[config.mk]
export PLATFORM = sky130hd
export DESIGN_NAME = issue_queue
export DESIGN_NICKNAME = d
export VERILOG_FILES = /design/src/rtl/issue_queue_pkg.sv /design/src/rtl/issue_operand_mux.sv /design/src/rtl/issue_queue.sv
export SDC_FILE = /design/constraint.sdc
export NUM_CORES = 1
export LEC_CHECK = 0
export CORE_ASPECT_RATIO = 0.7
export CORE_UTILIZATION = 40
export DETAILED_ROUTE_END_ITERATION = 16
export PLACE_DENSITY_LB_ADDON = 0.1
export SLEW_MARGIN = 25
export SYNTH_ARGS = -nofsm -noshare
export SYNTH_HDL_FRONTEND = slang
export SYNTH_HIERARCHICAL = 1
export SYNTH_SLANG_ARGS = --single-unit
[constraint.sdc]
create_clock -name clk -period 9.5 [get_ports clk]
set_clock_uncertainty 0.1 [all_clocks]
set_input_delay 2.85 -clock clk [delete_from_list [all_inputs] [get_ports clk]]
set_output_delay 2.85 -clock clk [all_outputs]
set_load 0.01 [all_outputs]
[src/rtl/issue_queue_pkg.sv]
// Shared decode->execute types for the issue stage: the PC_set record and queue constants.
package Public_Info;

    localparam int         ISSUE_DEPTH = 4;
    localparam logic [4:0] REG_ZERO    = 5'd0;

    typedef struct packed {
        logic        o_valid;
        logic [31:0] PC;
        logic [31:0] instr;
        logic [4:0]  rf_raddr1;
        logic [4:0]  rf_raddr2;
        logic [31:0] rf_rdata1;
        logic [31:0] rf_rdata2;
        logic [4:0]  rd;
        logic        reg_we;
    } PC_set;

endpackage

[src/rtl/issue_operand_mux.sv]
// Operand selection for the queue head: x0 reads as zero, optional same-cycle
// writeback forwarding when ISSUE_WB_BYPASS_EN is defined.
module issue_operand_mux
    import Public_Info::*;
(
    input  logic [4:0]  raddr1,
    input  logic [4:0]  raddr2,
    input  logic [31:0] rf_rdata1,
    input  logic [31:0] rf_rdata2,
    input  logic        wb_we,
    input  logic [4:0]  wb_addr,
    input  logic [31:0] wb_data,
    output logic [31:0] rdata1,
    output logic [31:0] rdata2
);

`ifdef ISSUE_WB_BYPASS_EN
    always_comb begin
        rdata1 = rf_rdata1;
        rdata2 = rf_rdata2;
        if (raddr1 == REG_ZERO)
            rdata1 = 32'h0;
        else if (wb_we && (wb_addr == raddr1))
            rdata1 = wb_data;
        if (raddr2 == REG_ZERO)
            rdata2 = 32'h0;
        else if (wb_we && (wb_addr == raddr2))
            rdata2 = wb_data;
    end
`else
    // Without forwarding the writeback bus is ignored; the regfile must be write-first.
    logic unused_wb;
    assign unused_wb = ^{wb_we, wb_addr, wb_data};

    always_comb begin
        rdata1 = (raddr1 == REG_ZERO) ? 32'h0 : rf_rdata1;
        rdata2 = (raddr2 == REG_ZERO) ? 32'h0 : rf_rdata2;
    end
`endif

endmodule

[src/rtl/issue_queue.sv]
// In-order DEPTH-entry issue FIFO between ID and EX; head operands are read from the
// regfile at issue time. Optional writeback forwarding: define ISSUE_WB_BYPASS_EN.
module issue_queue
    import Public_Info::*;
#(
    parameter  int DEPTH = ISSUE_DEPTH,
    localparam int PTR_W = $clog2(DEPTH)
) (
    input  logic             clk,
    input  logic             rstn,
    input  logic             flush,
    input  PC_set            i_set,
    input  logic             i_valid,
    output logic             o_ready,
    output logic [4:0]       o_rf_raddr1,
    output logic [4:0]       o_rf_raddr2,
    input  logic [31:0]      i_rf_rdata1,
    input  logic [31:0]      i_rf_rdata2,
    input  logic             i_wb_we,
    input  logic [4:0]       i_wb_addr,
    input  logic [31:0]      i_wb_data,
    output PC_set            o_set,
    output logic             o_valid,
    input  logic             i_ready,
    output logic [PTR_W:0]   o_count
);

    localparam logic [PTR_W:0] FULL_COUNT = (PTR_W + 1)'(DEPTH);

    PC_set              mem [DEPTH];
    PC_set              head;
    logic [PTR_W-1:0]   wr_ptr;
    logic [PTR_W-1:0]   rd_ptr;
    logic [PTR_W:0]     count;
    logic               enq;
    logic               deq;
    logic [31:0]        op1;
    logic [31:0]        op2;

    assign o_ready = (count < FULL_COUNT) && !flush;
    assign o_valid = (count != '0);
    assign o_count = count;
    // Decoder bubbles complete the handshake but never occupy an entry.
    assign enq     = i_valid && o_ready && i_set.o_valid;
    assign deq     = o_valid && i_ready;
    assign head    = mem[rd_ptr];

    always_ff @(posedge clk or negedge rstn) begin
        if (!rstn) begin
            wr_ptr <= '0;
            rd_ptr <= '0;
            count  <= '0;
        end else if (flush) begin
            wr_ptr <= '0;
            rd_ptr <= '0;
            count  <= '0;
        end else begin
            if (enq)
                wr_ptr <= wr_ptr + PTR_W'(1);
            if (deq)
                rd_ptr <= rd_ptr + PTR_W'(1);
            unique case ({enq, deq})
                2'b10:   count <= count + (PTR_W + 1)'(1);
                2'b01:   count <= count - (PTR_W + 1)'(1);
                default: count <= count;
            endcase
        end
    end

    always_ff @(posedge clk) begin
        if (enq)
            mem[wr_ptr] <= i_set;
    end

    issue_operand_mux u_operand_mux (
        .raddr1    (head.rf_raddr1),
        .raddr2    (head.rf_raddr2),
        .rf_rdata1 (i_rf_rdata1),
        .rf_rdata2 (i_rf_rdata2),
        .wb_we     (i_wb_we),
        .wb_addr   (i_wb_addr),
        .wb_data   (i_wb_data),
        .rdata1    (op1),
        .rdata2    (op2)
    );

    always_comb begin
        o_set       = '0;
        o_rf_raddr1 = REG_ZERO;
        o_rf_raddr2 = REG_ZERO;
        if (o_valid) begin
            o_set           = head;
            o_set.o_valid   = 1'b1;
            o_set.rf_rdata1 = op1;
            o_set.rf_rdata2 = op2;
            o_rf_raddr1     = head.rf_raddr1;
            o_rf_raddr2     = head.rf_raddr2;
        end
    end

endmodule

After elaboration in Yosys (flattened, before gate mapping)
Memory sizes are Yosys's and may differ from the RTL's.
Index checks and enable logic that the tools add are counted.

cells by class
  $add $sub $neg = 4
  magnitude comparators = 1
  equal/unequal tests = 2
  mux-type cells = 13
  reductions and logical operators = 11

operators by type and width
  cell                 count
  $mux 145             1
  $mux 32              2
  $logic_not 5->1      2
  $mux 5               2
  $mux 2               4
  $pmux 3 s2           1
  $reduce_bool 3->1    2
  $add 2x1->2 const B  2
  $logic_and 1x1->1    4
  $reduce_bool 2->1    2
  $add 3x1->3 const B  1
  $lt 3x3->1 const B   1
  $mux 3               1
  $sub 3x1->3 const B  1
  $eq 2x1->1 const B   1
  $eq 2x2->1 const B   1
  $mux 1               2
  $logic_not 1->1      1

storage, ports and cells
  bits in registers = 7
  bits in writable memories = 580
  input bits = 252
  output and inout port bits = 160
  word-level logic and storage cells = 35
  memories kept = 1

memory list
  memory  depth  bits a word  rd ports  clocked after memory_dff  wr ports  RTL line           source
  mem     4      145          1         0                         1         issue_queue.sv:30  PC_set mem [DEPTH];

Depth between registers and ports, before layout
Gate-level depths: netlist of run 1.

  depth after elaboration = 7
  mapped depth = 8
  depth with buffers taken out = 6

Hierarchy
The synthesis of run 1 kept the hierarchy.

by module, submodules not included
  module             instances  cells an instance  area an instance (µm²)  sequential area each (µm²)
  issue_queue        1          639                13103.8                 9784.4
  issue_operand_mux  1          80                 643.1                   0.0

Worst setup path after synthesis of run 1
No wires, ideal clock.

  path type = input to output
  start point = input port i_rf_rdata2[30]
  end point = output port o_set[36] (netlist name)
  arrival = 3.150 ns
  data required time = 6.550 ns
  setup slack = 3.400 ns
  cell stages on the path = 2
  path buffers = 0
  path through = a21boi_0 -> and2_1

RTL lines
  what         RTL line           source
  from (decl)  issue_queue.sv:18  input logic [31:0] i_rf_rdata2,
  to (decl)    issue_queue.sv:22  output PC_set o_set,

==> summary.md, run 1 <==
| Metric | Value |
|---|---|
| Fill cells | `2,751` |
| H-tree levels | `1` |
| Tcrit/Tclk final | `0.769` |
| Clk sink count | `327` |
| Die footprint | `35,100 sq um` |
| Worst Tran Pin Value | `about 1.1 ns` |
| Top delay family on crit path | `buffers and inverters` |
| Max Slew Vio Count | `0` |
| Ports | `around 410` |
| Clk Latency, worst-skew pair | `0.55 ns` |
| Hold Violations, Final | `0` |
| Routed Antenna Nets | `0` |
| Die X | `224 um` |
| Pre-CTS WS | `between 2 and 2.5 ns` |
| #FFs+latches synth | `327` |
| Final setup violation count | `0` |
| Hold-fix buffers at CTS | `0` |
| Power per Cell Area | `192 nW/um^2` |
| Total GRT Usage | `0.170` |
| Ant. Diodes | `0` |
| Vias | `7,311` |
| Worst setup EP type | `output port` |
| Final non-filler cell total | `1,472` |
| Min-delay worst type | `reg2reg` |
| Yosys warnings | `6` |
| Die H | `approximately 160 um` |
| Worst Setup Slack, final | `2.19 ns` |
| DRT Wirelength | `30,300 um` |
| Total gr overflow | `0` |
| Synth Area per Inst | `19.1 sq um` |
| Placed cells | `1,414` |
| Number of global-route vias before repair | `7,425` |
| Cell Rows | `56` |
| Post-CTS Resized | `0` |
| First-pass GRT wire length | `45,500 um` |
| Residual DRC | `0` |
| CP required | `6.55 ns` |
| Nets | `1,269` |
| Cell taking the most area after synthesis | `edfxtp_1` |
| Tmin final | `7.31 ns` |
| Slowest cell on crit path | `dfrtp_4` |
| Max clock buf depth | `3` |
| Largest net degree at the start of global routing | `96` |
| CP Class | `reg2out` |
| Syn Nets | `976` |
| Most used DFF post-synth | `edfxtp_1` |
| Post-CTS Setup Bufs | `0` |
| Max-Slew Margin vs Limit | `0.290` |
| Pre-antenna DRT Iters | `4` |
| Outcome | `finished, final reports clean` |
| Post-synth ARST share | `0.0214` |
| I/O Buffers | `309` |
| Clock transition at path regs | `0.07 ns` |
| Design Power | `around 3500 uW` |
| Maximum vdd drop | `between 0.1 and 0.15 mV` |
| RD Place Congestion | `around 0.7` |
| Cells after Synth | `719` |
| Initial antenna violation count | `1` |
| CTS tree | `yes` |
| Top-count cell post-synth | `edfxtp_1` |
| First DRT Iteration DRCs | `353` |
| CP max stage delay | `between 1 and 1.5 ns` |
| Post-synth top area share | `0.699` |
| Post-synth top cells | `edfxtp_1, and2_1, mux4_2` |
| Synth area leaders | `edfxtp_1, mux4_2, and2_1` |
| Wire length per cell | `about 21 um` |
| Count of cell types in the netlist | `33` |
| # Max-Cap Violations | `0` |
| Synth Cell Area | `13,700 sq um` |
| Layout area overhead | `31.5%` |
| Fin Setup TNS | `0 ns` |
| Lkg Pwr | `roughly 0.0058 uW` |
| Initial Utilization | `0.409` |
| HPWL after DPL | `18,500 um` |
| CP max FO | `55` |
| Seq/Total Area, Yosys | `0.712` |
| Number of CTS-inserted buffers | `31` |
| Critical path buffers and inverters | `3` |
| Fmax | `0.137 GHz` |
| Critical Path, Cell by Cell | `buf_4, mux4_2, clkinv_1, a21boi_0, and2_1, clkdlybuf4s50_1` |
| RSZ-0062 raised after global routing | `false` |
| DR vias/cell | `4.97` |
| Startpoint types | `register` |
| Clock root cell | `clkbuf_16` |
| Share of cells above drive strength 1 | `0.149` |
| WP data arrival | `around 4.4 ns` |
| Post-synth EDFFs | `between 300 and 400` |
| Core area | `~34,000 sq um` |
==> cell usage in the layout (no fill, tap or decap), types with 5 or more instances in the layout <==
cell type / n
clkinv_1: 8
clkbuf_8: 5
clkinv_2: 7
buf_4: 10
dfrtp_1: 5
clkdlybuf4s50_1: 309
nor2_1: 6
a21boi_1: 54
mux4_2: 80
a21boi_2: 6
edfxtp_1: 320
inv_1: 5
and2_1: 144
clkbuf_16: 31
==> path summary, 6_finish.rpt <==
check | startpoint | end | slack (ns) | cells past startpoint
max | rd_ptr[1] | o_set[38] | 2.19 | 6
min | wr_ptr[1] | wr_ptr[1] | 0.52 | 2
max reg2reg | o_count[2] | mem[3][114] | 6.67 | 3
min reg2reg | wr_ptr[1] | wr_ptr[1] | 0.52 | 2
max in group asynchronous | rstn | rd_ptr[1] | 6.50 | 1
min in group asynchronous | rstn | o_count[0] | 2.48 | 1
==> cell type report <==
cell class                 count  area [sq um]  area share
inverter                       7          27.5     0.00152
tap                          435           544      0.0301
timing repair buffer         319          3170       0.175
sequential                   327          9790       0.542
clock buffer                  40           860      0.0475
clock inverter                18           141     0.00782
multi-input combinational    326          3540       0.196
==> power by group <==
| part | switching (uW) | internal (uW) |
|---|---|---|
| clock network | 510 | 689 |
| logic | 278 | 364 |
| registers | 23.0 | 1610 |
==> tightest hold or removal path, stage by stage (launching register included) <==
cell and delay [ns]:
dfrtp_1 0.40, mux2i_1 0.09, nor2_1 0.09
==> metal layers <==
| layer | track usage | part of all wire |
|---|---|---|
| met1 | 0.241 | 0.45 |
| met2 | 0.269 | 0.48 |
| met3 | 0.0448 | 0.058 |
| met4 | 0.0290 | 0.012 |
| met5 | 0 | 0.00043 |
==> flip-flops by register name (all words and copies together), names as in the netlist <==
signal / flops
wr_ptr: 2
mem: 320
rd_ptr: 2
o_count: 3
==> metrics by stage <==
stage                      util  hold WS, ns  instance area, sq um
final                     0.538        0.519                 18100
after global routing      0.538        0.550                 18100
after CTS                 0.538        0.529                 18100
after detailed placement  0.508        0.513                 17100
after global placement    0.508        0.478                 17100
after floorplan               -        0.438                 13700
==> kinds of logic (layout without fill, tap and decap cells) <==
logic type / after synthesis / count (layout) / share of synthesized area
compound gates: 72 / 72 / 0.0410
simple gates: 163 / 163 / 0.0761
mux: 81 / 81 / 0.132
buf+inv: 66 / 384 / 0.0311
fa+ha+maj: 5 / 5 / 0.00510
xor+xnor: 5 / 5 / 0.00319
flops: 327 / 327 / 0.712
Power figures use the tool's default switching activity.
==> run 2: changes to the inputs <==
==> constraint.sdc (replaced) <==
create_clock -name clk -period 7.4 [get_ports clk]
set_clock_uncertainty 0.1 [all_clocks]
set_input_delay 2.22 -clock clk [delete_from_list [all_inputs] [get_ports clk]]
set_output_delay 2.22 -clock clk [all_outputs]
set_load 0.01 [all_outputs]
==> summary.md, run 2 (same netlist as run 1, synthesis figures left out) <==
| Metric | Value |
|---|---|
| Outcome | `finished, final reports clean` |
| Worst setup EP type | `output port` |
| Lkg Pwr | `0.00587 uW (+0.78%)` |
| CP max FO | `32 (-42%)` |
| Critical Path, Cell by Cell | `mux4_2, inv_1, a21boi_0, and2_1, clkdlybuf4s50_1` |
| Clock transition at path regs | `0.06 ns (about the same)` |
| Max-Slew Margin vs Limit | `0.301 (+0.0107)` |
| Critical Path Source | `rd_ptr[0]` |
| Residual DRC | `0 (unchanged)` |
| Layout area overhead | `32.2%` |
| Max Slew Vio Count | `0 (unchanged)` |
| Post-Layout Inst Area | `18,200 sq um (+0.53%)` |
| DRT Wirelength | `30,400 um (+0.26%)` |
| Hold-fix buffers at CTS | `0 (unchanged)` |
| H-tree levels | `2 (+1)` |
| Nets | `1,277 (+0.63%)` |
| Clock root cell | `clkbuf_16` |
| Post-CTS Resized | `0 (unchanged)` |
| Wire length per cell | `20.5 um (-0.15%)` |
| Max clock buf depth | `3 (unchanged)` |
| Initial Utilization | `0.409 (unchanged)` |
| CTS tree | `yes` |
| CP Class | `reg2out` |
| HPWL after DPL | `18,700 um (+0.92%)` |
| Initial antenna violation count | `0 (-1)` |
| Tcrit/Tclk final | `0.809` |
| Largest reg by FF count | `mem` |
| Tmin final | `about 6.0 ns` |
| First-pass GRT wire length | `45,500 um (-0.12%)` |
| Die H | `157 um (unchanged)` |
| Total GRT Usage | `0.171 (+0.00112)` |
| First DRT Iteration DRCs | `420 (+19%)` |
| CP max stage delay | `0.81 ns (-0.20 ns)` |
| Worst R2R Start | `o_count[2]` |
| Die X | `224 um (unchanged)` |
| Slowest cell on crit path | `dfrtp_4` |
| RSZ-0062 raised after global routing | `false` |
| Pre-antenna DRT Iters | `4 (unchanged)` |
| Power per Cell Area | `249 nW/um^2 (+30%)` |
| Vias | `7,356 (+0.62%)` |
| Core area | `33,600 sq um (unchanged)` |
| Clk sink count | `327 (unchanged)` |
| Fin Setup TNS | `0 ns (unchanged)` |
| Cell Rows | `56 (unchanged)` |
| Met1 wire length | `13,500 um (-1.6%)` |
| Fmax | `approximately 0.17 GHz` |
| DR vias/cell | `4.98 (+0.21%)` |
| Number of flip-flops in the largest register | `320 (unchanged)` |
| Placement Cell Area | `17,100 sq um (+0.34%)` |
| Ports | `412 (unchanged)` |
| Routed Antenna Nets | `0 (unchanged)` |
| Final core utilization | `0.540 (+0.00287)` |
| Final setup violation count | `0 (unchanged)` |
| Commonest non-fill, non-tap cells in the layout | `edfxtp_1, clkdlybuf4s50_1, and2_1` |
| Worst Tran Pin Value | `1.05 ns (-0.0160 ns)` |
| Share of cells above drive strength 1 | `0.151 (+0.00217)` |
| Die footprint | `35,100 sq um (unchanged)` |
| # Max-Cap Violations | `0 (unchanged)` |
| Hold Violations, Final | `0 (unchanged)` |
| WP data arrival | `3.67 ns (-0.69 ns)` |
| Most common cell after layout, fill and taps aside | `edfxtp_1` |
| Wire length on met3 | `1660 um (-5.8%)` |
| Number of CTS-inserted buffers | `34 (+9.7%)` |
| Min-delay worst type | `reg2reg` |
| Top delay family on crit path | `buffers and inverters` |
| Hold path start | `wr_ptr[1]` |
| Total gr overflow | `0 (unchanged)` |
| Number of global-route vias before repair | `7,409 (-0.22%)` |
| Met2 WL | `14,600 um (+1.5%)` |
| Clk Latency, worst-skew pair | `0.50 ns (-0.05 ns)` |
| Critical path buffers and inverters | `2 (-1)` |
| Design Power | `4520 uW (+30%)` |
| Startpoint types | `register` |
| RD Place Congestion | `0.696 (-0.59%)` |
| Post-CTS Setup Bufs | `0 (unchanged)` |
| Maximum vdd drop | `0.179 mV (+22%)` |
| I/O Buffers | `309 (unchanged)` |
| Largest net degree at the start of global routing | `85 (-11%)` |
| CP required | `5.08 ns (-1.47 ns)` |
| DR top layer | `met4` |
[run 2: path summary, 6_finish.rpt]
path                                     to  slack, ns  depth (start not counted)
worst min register to register    wr_ptr[1]       0.50                          2
max in group asynchronous         rd_ptr[1]       4.98                          1
worst max register to register  mem[0][104]       4.72                          3
min in group asynchronous        o_count[1]       1.91                          1
worst min-delay path              wr_ptr[1]       0.50                          2
worst max-delay path              o_set[37]       1.41                          5
[run 2: power breakdown]
part	internal [uW]	switching (uW)
Combinational	470	359
Clock	933	669
Sequential	2060	26.4
[run 2: area by class of cell]
class / instances / area (sq um)
inverters: 7 / 27.5
diodes: 1 / 2.50
clock inverters: 18 / 143
flip-flops and latches: 327 / 9790
multi-input cells: 326 / 3540
fillers: 2743 / 15500
clock buffers: 40 / 895
well taps: 435 / 544
repair buffers: 324 / 3230
[run 2: worst register-to-register path, cell delays in order, from the launching register on]
cell	delay [ns]
dfrtp_1	0.47
and4bb_2	0.55
and2_4	0.81
buf_4	0.43
[run 2: routing by layer]
metal,track usage,vias up
li1,-,3399
met1,0.234,3752
met2,0.274,159
met3,0.0444,46
met4,0.0434,0
met5,0,-
[run 2: per-stage QoR]
stage	std cells	hold slack, ns	setup slack, ns
finish	1478	0.499	1.41
global route	1477	0.542	1.20
CTS	1477	0.505	1.36
detailed placement	1419	0.491	1.44
global placement	1418	0.481	1.41
floorplan	719	0.438	2.16
==> run 3: changes to the inputs <==
==> constraint.sdc (replaced) <==
create_clock -name clk -period 4.85 [get_ports clk]
set_clock_uncertainty 0.1 [all_clocks]
set_input_delay 1.455 -clock clk [delete_from_list [all_inputs] [get_ports clk]]
set_output_delay 1.455 -clock clk [all_outputs]
set_load 0.01 [all_outputs]
==> summary.md, run 3 (same netlist as run 1, synthesis figures left out) <==
| Metric | Value |
|---|---|
| Outcome | `finished, final reports clean` |
| Largest reg by FF count | `mem` |
| Final setup violation count | `0 (unchanged)` |
| Clock root cell | `clkbuf_16` |
| Critical path buffers and inverters | `3 (+1)` |
| Met2 WL | `14,600 um (-0.35%)` |
| First DRT Iteration DRCs | `444 (+5.7%)` |
| Reg-to-Reg End | `o_count[1]` |
| Hold Path Cell Cnt | `2 (unchanged)` |
| Worst Tran Pin Value | `0.769 ns (-0.278 ns)` |
| H-tree levels | `1 (-1)` |
| Tmin final | `4.65 ns` |
| Number of CTS-inserted buffers | `30 (-12%)` |
| Pre-CTS WS | `0.389 ns (-1.05 ns)` |
| Critical Path Source | `rd_ptr[0]` |
| Hold Violations, Final | `0 (unchanged)` |
| Hold-fix buffers at CTS | `0 (unchanged)` |
| Pre-antenna DRT Iters | `4 (unchanged)` |
| Slowest cell on crit path | `mux4_2` |
| R2r setup slk | `2.42 ns (-2.30 ns)` |
| Fmax | `0.215 GHz` |
| CP max stage delay | `0.50 ns (-0.31 ns)` |
| Min-delay worst type | `reg2reg` |
| I/O Buffers | `309 (unchanged)` |
| Number of global-route vias before repair | `7,678 (+3.6%)` |
| RSZ-0062 raised after global routing | `false` |
| Placement Cell Area | `17,300 sq um (+0.70%)` |
| Total GRT Usage | `0.171 (about the same)` |
| CP required | `3.29 ns (-1.79 ns)` |
| Max clock buf depth | `3 (unchanged)` |
| Most common cell after layout, fill and taps aside | `edfxtp_1` |
| CTS tree | `yes` |
| Wire length per cell | `20.5 um (-0.20%)` |
| Clock transition at path regs | `0.06 ns (about the same)` |
| First-pass GRT wire length | `46,000 um (+1.2%)` |
| DRT Wirelength | `30,500 um (+0.61%)` |
| Share of cells above drive strength 1 | `0.155 (+0.00412)` |
| Commonest non-fill, non-tap cells in the layout | `edfxtp_1, clkdlybuf4s50_1, and2_1` |
| Cell Rows | `56 (unchanged)` |
| Initial Utilization | `0.409 (unchanged)` |
| Routed Antenna Nets | `0 (unchanged)` |
| Vias | `7,419 (+0.86%)` |
| # Max-Cap Violations | `0 (unchanged)` |
| CP max FO | `32 (unchanged)` |
| FF-to-FF path depth | `6 (+3)` |
| Ports | `412 (unchanged)` |
| Residual DRC | `0 (unchanged)` |
| Max Slew Vio Count | `0 (unchanged)` |
| Fin Setup TNS | `0 ns (unchanged)` |
| DR vias/cell | `4.98 (about the same)` |
| Top delay family on crit path | `buffers and inverters` |
| Wire length on met3 | `1800 um (+8.7%)` |
| Lkg Pwr | `0.00591 uW (+0.67%)` |
| Number of flip-flops in the largest register | `320 (unchanged)` |
| Largest net degree at the start of global routing | `83 (-2.4%)` |
| Layout area overhead | `33.0%` |
| Die H | `157 um (unchanged)` |
| Tcrit/Tclk final | `0.960` |
| Hold path start | `wr_ptr[1]` |
| Nets | `1,287 (+0.78%)` |
| Power per Cell Area | `368 nW/um^2 (+48%)` |
| RD Place Congestion | `0.704 (+1.2%)` |
| Max-Slew Margin vs Limit | `0.487 (+0.186)` |
| Clk sink count | `327 (unchanged)` |
| Worst setup EP type | `output port` |
| Critical Path, Cell by Cell | `buf_12, mux4_2, nor4_4, buf_12, a21boi_0, and2_1, clkdlybuf4s50_1` |
| Clk Latency, worst-skew pair | `0.55 ns (+0.05 ns)` |
| DR top layer | `met5` |
| Worst R2R Start | `o_count[0]` |
| Maximum vdd drop | `0.269 mV (+50%)` |
| Post-Layout Inst Area | `18,300 sq um (+0.58%)` |
| CP Class | `reg2out` |
| WP data arrival | `3.10 ns (-0.57 ns)` |
| HPWL after DPL | `19,300 um (+3.1%)` |
| Initial antenna violation count | `1 (+1)` |
| Worst Setup Slack, final | `0.196 ns (-1.21 ns)` |
| Total gr overflow | `0 (unchanged)` |
| Die X | `224 um (unchanged)` |
| Die footprint | `35,100 sq um (unchanged)` |
| Core area | `33,600 sq um (unchanged)` |
| Startpoint types | `register` |
| CP most frequent cell | `buf_12` |
| Met1 wire length | `13,700 um (+1.5%)` |
| WHS Endpoint | `wr_ptr[1]` |
## run 3: final cells by class
cell class | instances | area [sq um]
multi-input combinational | 326 | 3540
sequential | 327 | 9790
antenna | 2 | 5.00
tap | 435 | 544
clock inverter | 20 | 131
clock buffer | 35 | 791
inverter | 7 | 31.3
fill | 2715 | 15400
timing repair buffer | 338 | 3440
## run 3: routing by layer
metal  track usage  vias up
met5             0        -
met3        0.0485       39
met4        0.0320        2
li1              -     3419
met2         0.276      143
met1         0.234     3816
## run 3: what timing repair did
item                                    4_1_cts  5_1_grt
endpoints found under the setup margin       15       35
buffers inserted                              3        4
pin swaps                                     0        0
gates resized for setup                       1        7
## run 3: power by group
part	internal, uW	switching [uW]	leakage, uW	total, uW
clock network	1260	974	0.000450	2230
logic	744	581	0.00248	1320
registers	3150	16.4	0.00298	3160
## run 3: worst min-delay path, stage by stage, from the launching register on
cell	delay, ns
dfrtp_1	0.41
mux2i_1	0.09
nor2_1	0.08
## run 3: stage by stage
stage	hold WS (ns)	std cells	utilization	total power [uW]
after CTS	0.514	1484	0.541	6790
after global placement	0.485	1426	0.513	4540
after global routing	0.577	1488	0.543	7000
after floorplan	0.438	719	-	3880
after detailed placement	0.496	1426	0.513	4540
final	0.516	1490	0.543	6720
## run 3: worst max path at each step
| stage | endpoint | slack, ns | depth (start not counted) |
|---|---|---|---|
| global route | o_set[102] | 0.08 | 5 |
| global placement | o_set[36] | 0.38 | 4 |
| finish | o_set[36] | 0.20 | 7 |
| CTS | o_set[36] | 0.01 | 6 |
| floorplan | mem[1][0] | 0.37 | 4 |
| detailed placement | o_set[36] | 0.39 | 4 |
